$ cat src/rtl/spi_slave_shifter.sv
// spi_slave_shifter: mode-0 SPI slave shifter driven by pre-synchronised SCLK edge strobes
module spi_slave_shifter #(
  parameter int WIDTH = 16
) (
  input  logic             clk,
  input  logic             rst,
  input  logic             sclk_rise,
  input  logic             sclk_fall,
  input  logic             cs_n,
  input  logic             mosi,
  output logic             miso,
  input  logic [WIDTH-1:0] tx_data,
  input  logic             tx_valid,
  output logic             tx_ready,
  output logic [WIDTH-1:0] rx_data,
  output logic             rx_valid,
  output logic             tx_underrun,
  output logic             frame_err
);
  localparam int CW = $clog2(WIDTH);
  typedef enum logic {IDLE, SHIFT} state_t;
  state_t state, state_d;
  logic [CW-1:0] bit_cnt, bit_cnt_d;
  logic [WIDTH-1:0] rx_shift, rx_shift_d, tx_shift, tx_shift_d, hold, hold_d, rx_data_d;
  logic hold_empty, hold_empty_d, reload_pend, reload_pend_d;
  logic miso_d, rx_valid_d, tx_underrun_d, frame_err_d;
  logic rise, fall, reload, xfer;
  assign tx_ready = hold_empty;
  always_ff @(posedge clk) begin
    if (rst) begin
      state       <= IDLE;
      bit_cnt     <= '0;
      rx_shift    <= '0;
      tx_shift    <= '0;
      hold        <= '0;
      hold_empty  <= 1'b1;
      reload_pend <= 1'b0;
      rx_data     <= '0;
      rx_valid    <= 1'b0;
      tx_underrun <= 1'b0;
      frame_err   <= 1'b0;
      miso        <= 1'b0;
    end else begin
      state       <= state_d;
      bit_cnt     <= bit_cnt_d;
      rx_shift    <= rx_shift_d;
      tx_shift    <= tx_shift_d;
      hold        <= hold_d;
      hold_empty  <= hold_empty_d;
      reload_pend <= reload_pend_d;
      rx_data     <= rx_data_d;
      rx_valid    <= rx_valid_d;
      tx_underrun <= tx_underrun_d;
      frame_err   <= frame_err_d;
      miso        <= miso_d;
    end
  end
  always_comb begin
    rise          = sclk_rise && !sclk_fall;
    fall          = sclk_fall && !sclk_rise;
    xfer          = tx_valid && hold_empty;
    state_d       = state;
    bit_cnt_d     = bit_cnt;
    rx_shift_d    = rx_shift;
    tx_shift_d    = tx_shift;
    rx_data_d     = rx_data;
    reload_pend_d = reload_pend;
    rx_valid_d    = 1'b0;
    frame_err_d   = 1'b0;
    reload        = 1'b0;
    if (state == IDLE) begin
      if (!cs_n) begin
        state_d       = SHIFT;
        bit_cnt_d     = '0;
        reload_pend_d = 1'b0;
        reload        = 1'b1;
      end
    end else if (cs_n) begin
      state_d       = IDLE;
      frame_err_d   = bit_cnt != '0;
      reload_pend_d = 1'b0;
    end else begin
      if (rise) begin
        rx_shift_d    = {rx_shift[WIDTH-2:0], mosi};
        rx_valid_d    = bit_cnt == CW'(WIDTH-1);
        rx_data_d     = rx_valid_d ? rx_shift_d : rx_data;
        bit_cnt_d     = rx_valid_d ? '0 : bit_cnt + 1'b1;
        reload_pend_d = reload_pend || rx_valid_d;
      end
      if (fall) begin
        reload        = reload_pend;
        reload_pend_d = 1'b0;
        tx_shift_d    = {tx_shift[WIDTH-2:0], 1'b0};
      end
    end
    tx_shift_d    = reload ? (hold_empty ? '0 : hold) : tx_shift_d;
    tx_underrun_d = reload && hold_empty;
    hold_d        = xfer ? tx_data : hold;
    hold_empty_d  = xfer ? 1'b0 : (reload ? 1'b1 : hold_empty);
    miso_d        = state_d == SHIFT && tx_shift_d[WIDTH-1];
  end
endmodule

$ cat config.mk
export PLATFORM = sky130hd
export DESIGN_NAME = spi_slave_shifter
export DESIGN_NICKNAME = d
export VERILOG_FILES = /design/src/rtl/spi_slave_shifter.sv
export SDC_FILE = /design/constraint.sdc
export NUM_CORES = 1
export LEC_CHECK = 0
export BUFFER_PORTS_ARGS = -buffer_cell sky130_fd_sc_hd__buf_2
export CAP_MARGIN = 30
export CORE_MARGIN = 5
export CORE_UTILIZATION = 50
export CTS_CLUSTER_DIAMETER = 60
export CTS_CLUSTER_SIZE = 10
export DETAILED_ROUTE_END_ITERATION = 12
export PLACE_DENSITY = 0.74
export SYNTH_ARGS = -nofsm -noshare
export SYNTH_HDL_FRONTEND = slang
export SYNTH_SLANG_ARGS = --single-unit
export TNS_END_PERCENT = 30
$ cat constraint.sdc
create_clock -name clk -period 1.4 [get_ports clk]
set_clock_uncertainty 0.1 [all_clocks]
set_input_delay 0.14 -clock clk [delete_from_list [all_inputs] [get_ports clk]]
set_output_delay 0.14 -clock clk [all_outputs]
set_load 0.05 [all_outputs]
# --- Word-level counts from Yosys, hierarchy flattened ---
# Cells that the tools add are included.
word_totals:
  out_inout_bits: 21
  regBits: 74
  in_bits: 23
  elab_cells: 62
classes:
  eq_ne: 5
  n_addsub: 1
  n_mux: 21
  n_reduce_logical: 19
  n_bitwise: 3
ops:
  columns: ["op", "count"]
  rows:
  - ["$mux W16", 5]
  - ["$mux W4", 5]
  - ["$mux W1", 11]
  - ["$ne A2 B1 Y1 const B", 3]
  - ["$reduce_and A3 Y1", 2]
  - ["$reduce_bool A2 Y1", 3]
  - ["$logic_and A1 B1 Y1", 5]
  - ["$add A4 B1 Y4 const B", 1]
  - ["$eq A4 B4 Y1 const B", 1]
  - ["$ne A4 B2 Y1 const B", 1]
  - ["$reduce_and A2 Y1", 2]
  - ["$reduce_and A4 Y1", 1]
  - ["$reduce_bool A4 Y1", 1]
  - ["$reduce_or A4 Y1", 1]
  - ["$not A1 Y1", 3]
  - ["$reduce_or A3 Y1", 1]
  - ["$logic_not A1 Y1", 2]
  - ["$logic_or A1 B1 Y1", 1]

# --- Logic depth before layout (Yosys ltp) ---
depth:
  word_depth: 7
  depth_mapped: 7
  mapped_depth_nobuf: 5

# --- Least setup slack after synthesis ---
# Ideal clock, no wire load.
synth_timing:
  kind: "flip-flop to flip-flop"
  start: "reg hold_empty, in the netlist tx_ready"
  end: "reg hold[0]"
  n_path_buf: 1
  required_ns: 1.168
  slack_ns: -0.159
  stages_incl_launch_ff: 5
  t_arrival_ns: 1.327
  setup_ns: 0.132
  synth_period_minus_slack_ns: 1.559
  path_cell_list: "dfxtp_1 -> nand2_1 -> clkbuf_1 -> nand2_1 -> a21oi_1"
synth_between:
  elab_chain_len: 1
synth_rtl:
  columns: ["element", "line", "text"]
  rows:
  - ["start: declaration", "25", "logic hold_empty, hold_empty_d, reload_pend, reload_pend_d;"]
  - ["start signal: assignment", "49", "hold_empty <= hold_empty_d;"]
  - ["$logic_and A1 B1 Y1", "61", "xfer = tx_valid && hold_empty;"]
  - ["end signal: assignment", "48", "hold <= hold_d;"]
  - ["end: declaration", "24", "logic [WIDTH-1:0] rx_shift, rx_shift_d, tx_shift, tx_shift_d, hold, hold_d, rx_data_d;"]
# Every way passes these cells.
# A chain may end at the register's enable or synchronous reset.

# --- Final worst setup path ---
layout_timing:
  start: "reg bit_cnt[0]"
  end: "reg rx_data[15]"
layout_between:
  elab_chain_len: 2
layout_rtl:
  columns: ["element", "line", "text"]
  rows:
  - ["start: declaration", "23", "logic [CW-1:0] bit_cnt, bit_cnt_d;"]
  - ["start signal: assignment", "45", "bit_cnt <= bit_cnt_d;"]
  - ["$eq A4 B4 Y1", "85", "rx_valid_d = bit_cnt == CW'(WIDTH-1);"]
  - ["$reduce_and A4 Y1 (no source line)", null, null]
  - ["end signal: assignment", "51", "rx_data <= rx_data_d;"]
  - ["end: declaration", "15", "output logic [WIDTH-1:0] rx_data,"]
# Every way passes these cells.

==> reports/results.tsv <==
metric	value	unit
Final min period	1.359	ns
Max clock buf depth	2	
setup slack at placement	-0.06111	ns
ant diodes	0	
worst skew pair latency	0.35	ns
Die ar.	0.008025	mm²
largest net degree at the start of global routing	36	
Initial DRC Count	165	
Rows	29	
global-route wire length before repair	12810	µm
Post-DP Area	0.003605	mm²
Pleak	0.001573	µW
Post-synth EDFFs	0	
Setup CP Type	reg2reg	
Slew Limit Fails	0	
CTS H-Tree Depth	3	
startpoint types	register	
Arr. time, crit path	1.51	ns
Fmax achieved	735.8	MHz
register bit total from synthesis	74	
status	complete, no violations	
area delta synth->final	29.08	%
crit path from	bit_cnt[0]	
Sw Share	25.67	%
top cells by area, synth	dfxtp_1 (47%), a21oi_1 (10%), nand2_1 (8.1%), o21ai_0 (4.0%), a311oi_1 (3.9%)	
final hold vios	0	
DIE HEIGHT	89.59	µm
CTS sink cnt	74	
post-synthesis sequential area ratio	46.78	%
synth warn	0	
Switch Pwr	1113	µW
Worst Tran Pin Value	0.4389	ns
share of total power in sequential cells	50.9	%
number of global-route vias before repair	2863	
Final period util	97.07	%
crit path max fanout	18	
Mapped Area	0.003167	mm²
DRC	0	
R2R cell count	5	
Max Cap Viol	0	
Comb pwr share	10.9	%
worst hold path class	in2reg	
worst setup path end	rx_data[15]	
Vias	3014	
Worst Setup End Kind	register	
CTS buffer count	9	
Boundary Pins	44	
clk slew on worst S/H paths	0.08	ns
NumNets Final	475	
RSZ-0062 raised after global routing	yes	
Vias/cell	5.687	
Cell variety after synth	41	
reg2reg start	bit_cnt[0]	
initial core utilization	50.74	%
power consumption	4336	µW
GP Congestion	0.7634	
final core occ	65.50	%
Synth area leader	dfxtp_1	
GRT Util Overall	20.39	%
Post-Synthesis Cells	380	
# fillers	513	
reg2reg end	rx_data[15]	
final setup fails	0	
Post-synth ARST share	0	%
Core Region	0.006241	mm²
final wirelength	7963	µm
synth cell count leaders	dfxtp_1 (74), nand2_1 (68), a21oi_1 (65)	
clock power share	38.2	%
VDD IR max	0.7097	mV
die width	89.59	µm
post-detail-place hpwl	4795	µm
Internal	3223	µW
port bufs	43	
pwr/cell area	1061	mW/mm²
net count after synthesis	407	
CP required	1.55	ns
root buffer cell	clkbuf_8	
DRT Pass-1 Iters	5	
GRT overflow	0	
most frequent cell after synthesis	dfxtp_1	
final antenna-violating net count	0	
Top FF cell, synth	dfxtp_1	
relative slew slack	70.74	%
r2r setup slk	0.04	ns
antenna violations before repair	0	
worst setup margin	0.04097	ns
post-route cell area	0.004088	mm²
layout cells sized above 1	24.06	%
CTS tree	done	
top cell type's share of synthesized area	46.78	%
wire length per cell	15.02	µm
Syn Area/Cell	8.334	µm²
==> layout make-up <==
| type | instances | area [µm²] | share of cell area [%] |
|---|---|---|---|
| multi-input cells | 264 | 1515 | 37.07 |
| flip-flops and latches | 74 | 1485 | 36.33 |
| well taps | 77 | 96.34 | 2.357 |
| clock inverters | 7 | 77.57 | 1.898 |
| clock buffers | 9 | 123.9 | 3.030 |
| repair buffers | 90 | 755.7 | 18.49 |
| inverters | 9 | 33.78 | 0.8264 |
==> cell families after synthesis <==
group           share of synthesized area (%)
flops                                   46.78
fa+ha+maj                               1.580
buf+inv                                 6.914
compound gates                          23.59
simple gates                            21.14
==> layout by cell type (no fill, tap or decap), drive strengths merged, types with 2 or more instances in the layout <==
master,synthesis,final
dfxtp,74,74
buf,22,72
nand2,68,68
a21oi,65,65
o21ai,35,35
nand3,20,20
dlygate4sd3,0,17
nand3b,15,15
a311oi,14,14
nor2b,10,10
clkbuf,11,10
inv,9,10
and2b,5,5
nor2,4,4
ha,4,4
clkinv,0,4
a211oi,3,3
o21a,2,2
a31oi,2,2
and3,2,2
a21boi,2,2
a2111oi,2,2
nand2b,2,2
==> layer usage <==
layer | vias up | track usage, % | routed length, µm
met2 | 102 | 32.51 | 3874
met1 | 1430 | 26.02 | 3440
met5 | - | 0 | 0
li1 | 1464 | - | -
met3 | 18 | 5.109 | 478
met4 | 0 | 9.202 | 169
==> state kept, by name, indices dropped and copies added, names as in the netlist <==
register,count
tx_shift,16
rx_shift,15
state,1
frame_err,1
miso,1
rx_data,16
rx_valid,1
tx_ready,1
bit_cnt,4
tx_underrun,1
hold,16
reload_pend,1
==> stage by stage <==
stage / setup TNS (ns) / hold WS [ns] / std cells
after floorplan: 0 / 0.1760 / 380
after global placement: 0 / 0.2849 / 495
final: 0 / 0.01530 / 530
after CTS: 0 / 0.003653 / 528
after global routing: -0.2933 / 0.01946 / 530
after detailed placement: -0.07073 / 0.2882 / 495
==> what timing repair did <==
action / CTS / global route
endpoints found under the hold margin: 18 / 0
endpoints found under the setup margin: 1 / 29
setup buffers: 0 / 1
cloned: 0 / 1
pin swaps: 1 / 11
hold buffers: 17 / 0
gates resized for setup: 1 / 20
==> power by group through the flow <==
stage	Combinational [µW]	Sequential, µW	Clock (µW)
2_1_floorplan	248	2260	0
3_3_place_gp	399	2250	0
3_5_place_dp	405	2250	0
4_1_cts	446	2200	1690
5_1_grt	515	2210	1790
6_report	472	2210	1660
==> worst min-delay path by stage <==
stage,slack [ns],cells past startpoint,to,startpoint
floorplan,0.18,2,hold[0],tx_data[0]
global placement,0.28,3,hold[10],tx_data[10]
detailed placement,0.29,3,hold[3],tx_data[3]
CTS,0.004,3,tx_ready,tx_valid
global route,0.02,3,tx_ready,tx_valid
finish,0.02,3,tx_ready,tx_valid
==> worst max-delay path, stage by stage, from the launching register on <==
cell and delay (ns):
dfxtp_1 0.35, ha_2 0.23, nand3_2 0.13, buf_12 0.18, o21ai_0 0.17, a21oi_1 0.08
Power figures use the tool's default switching activity.
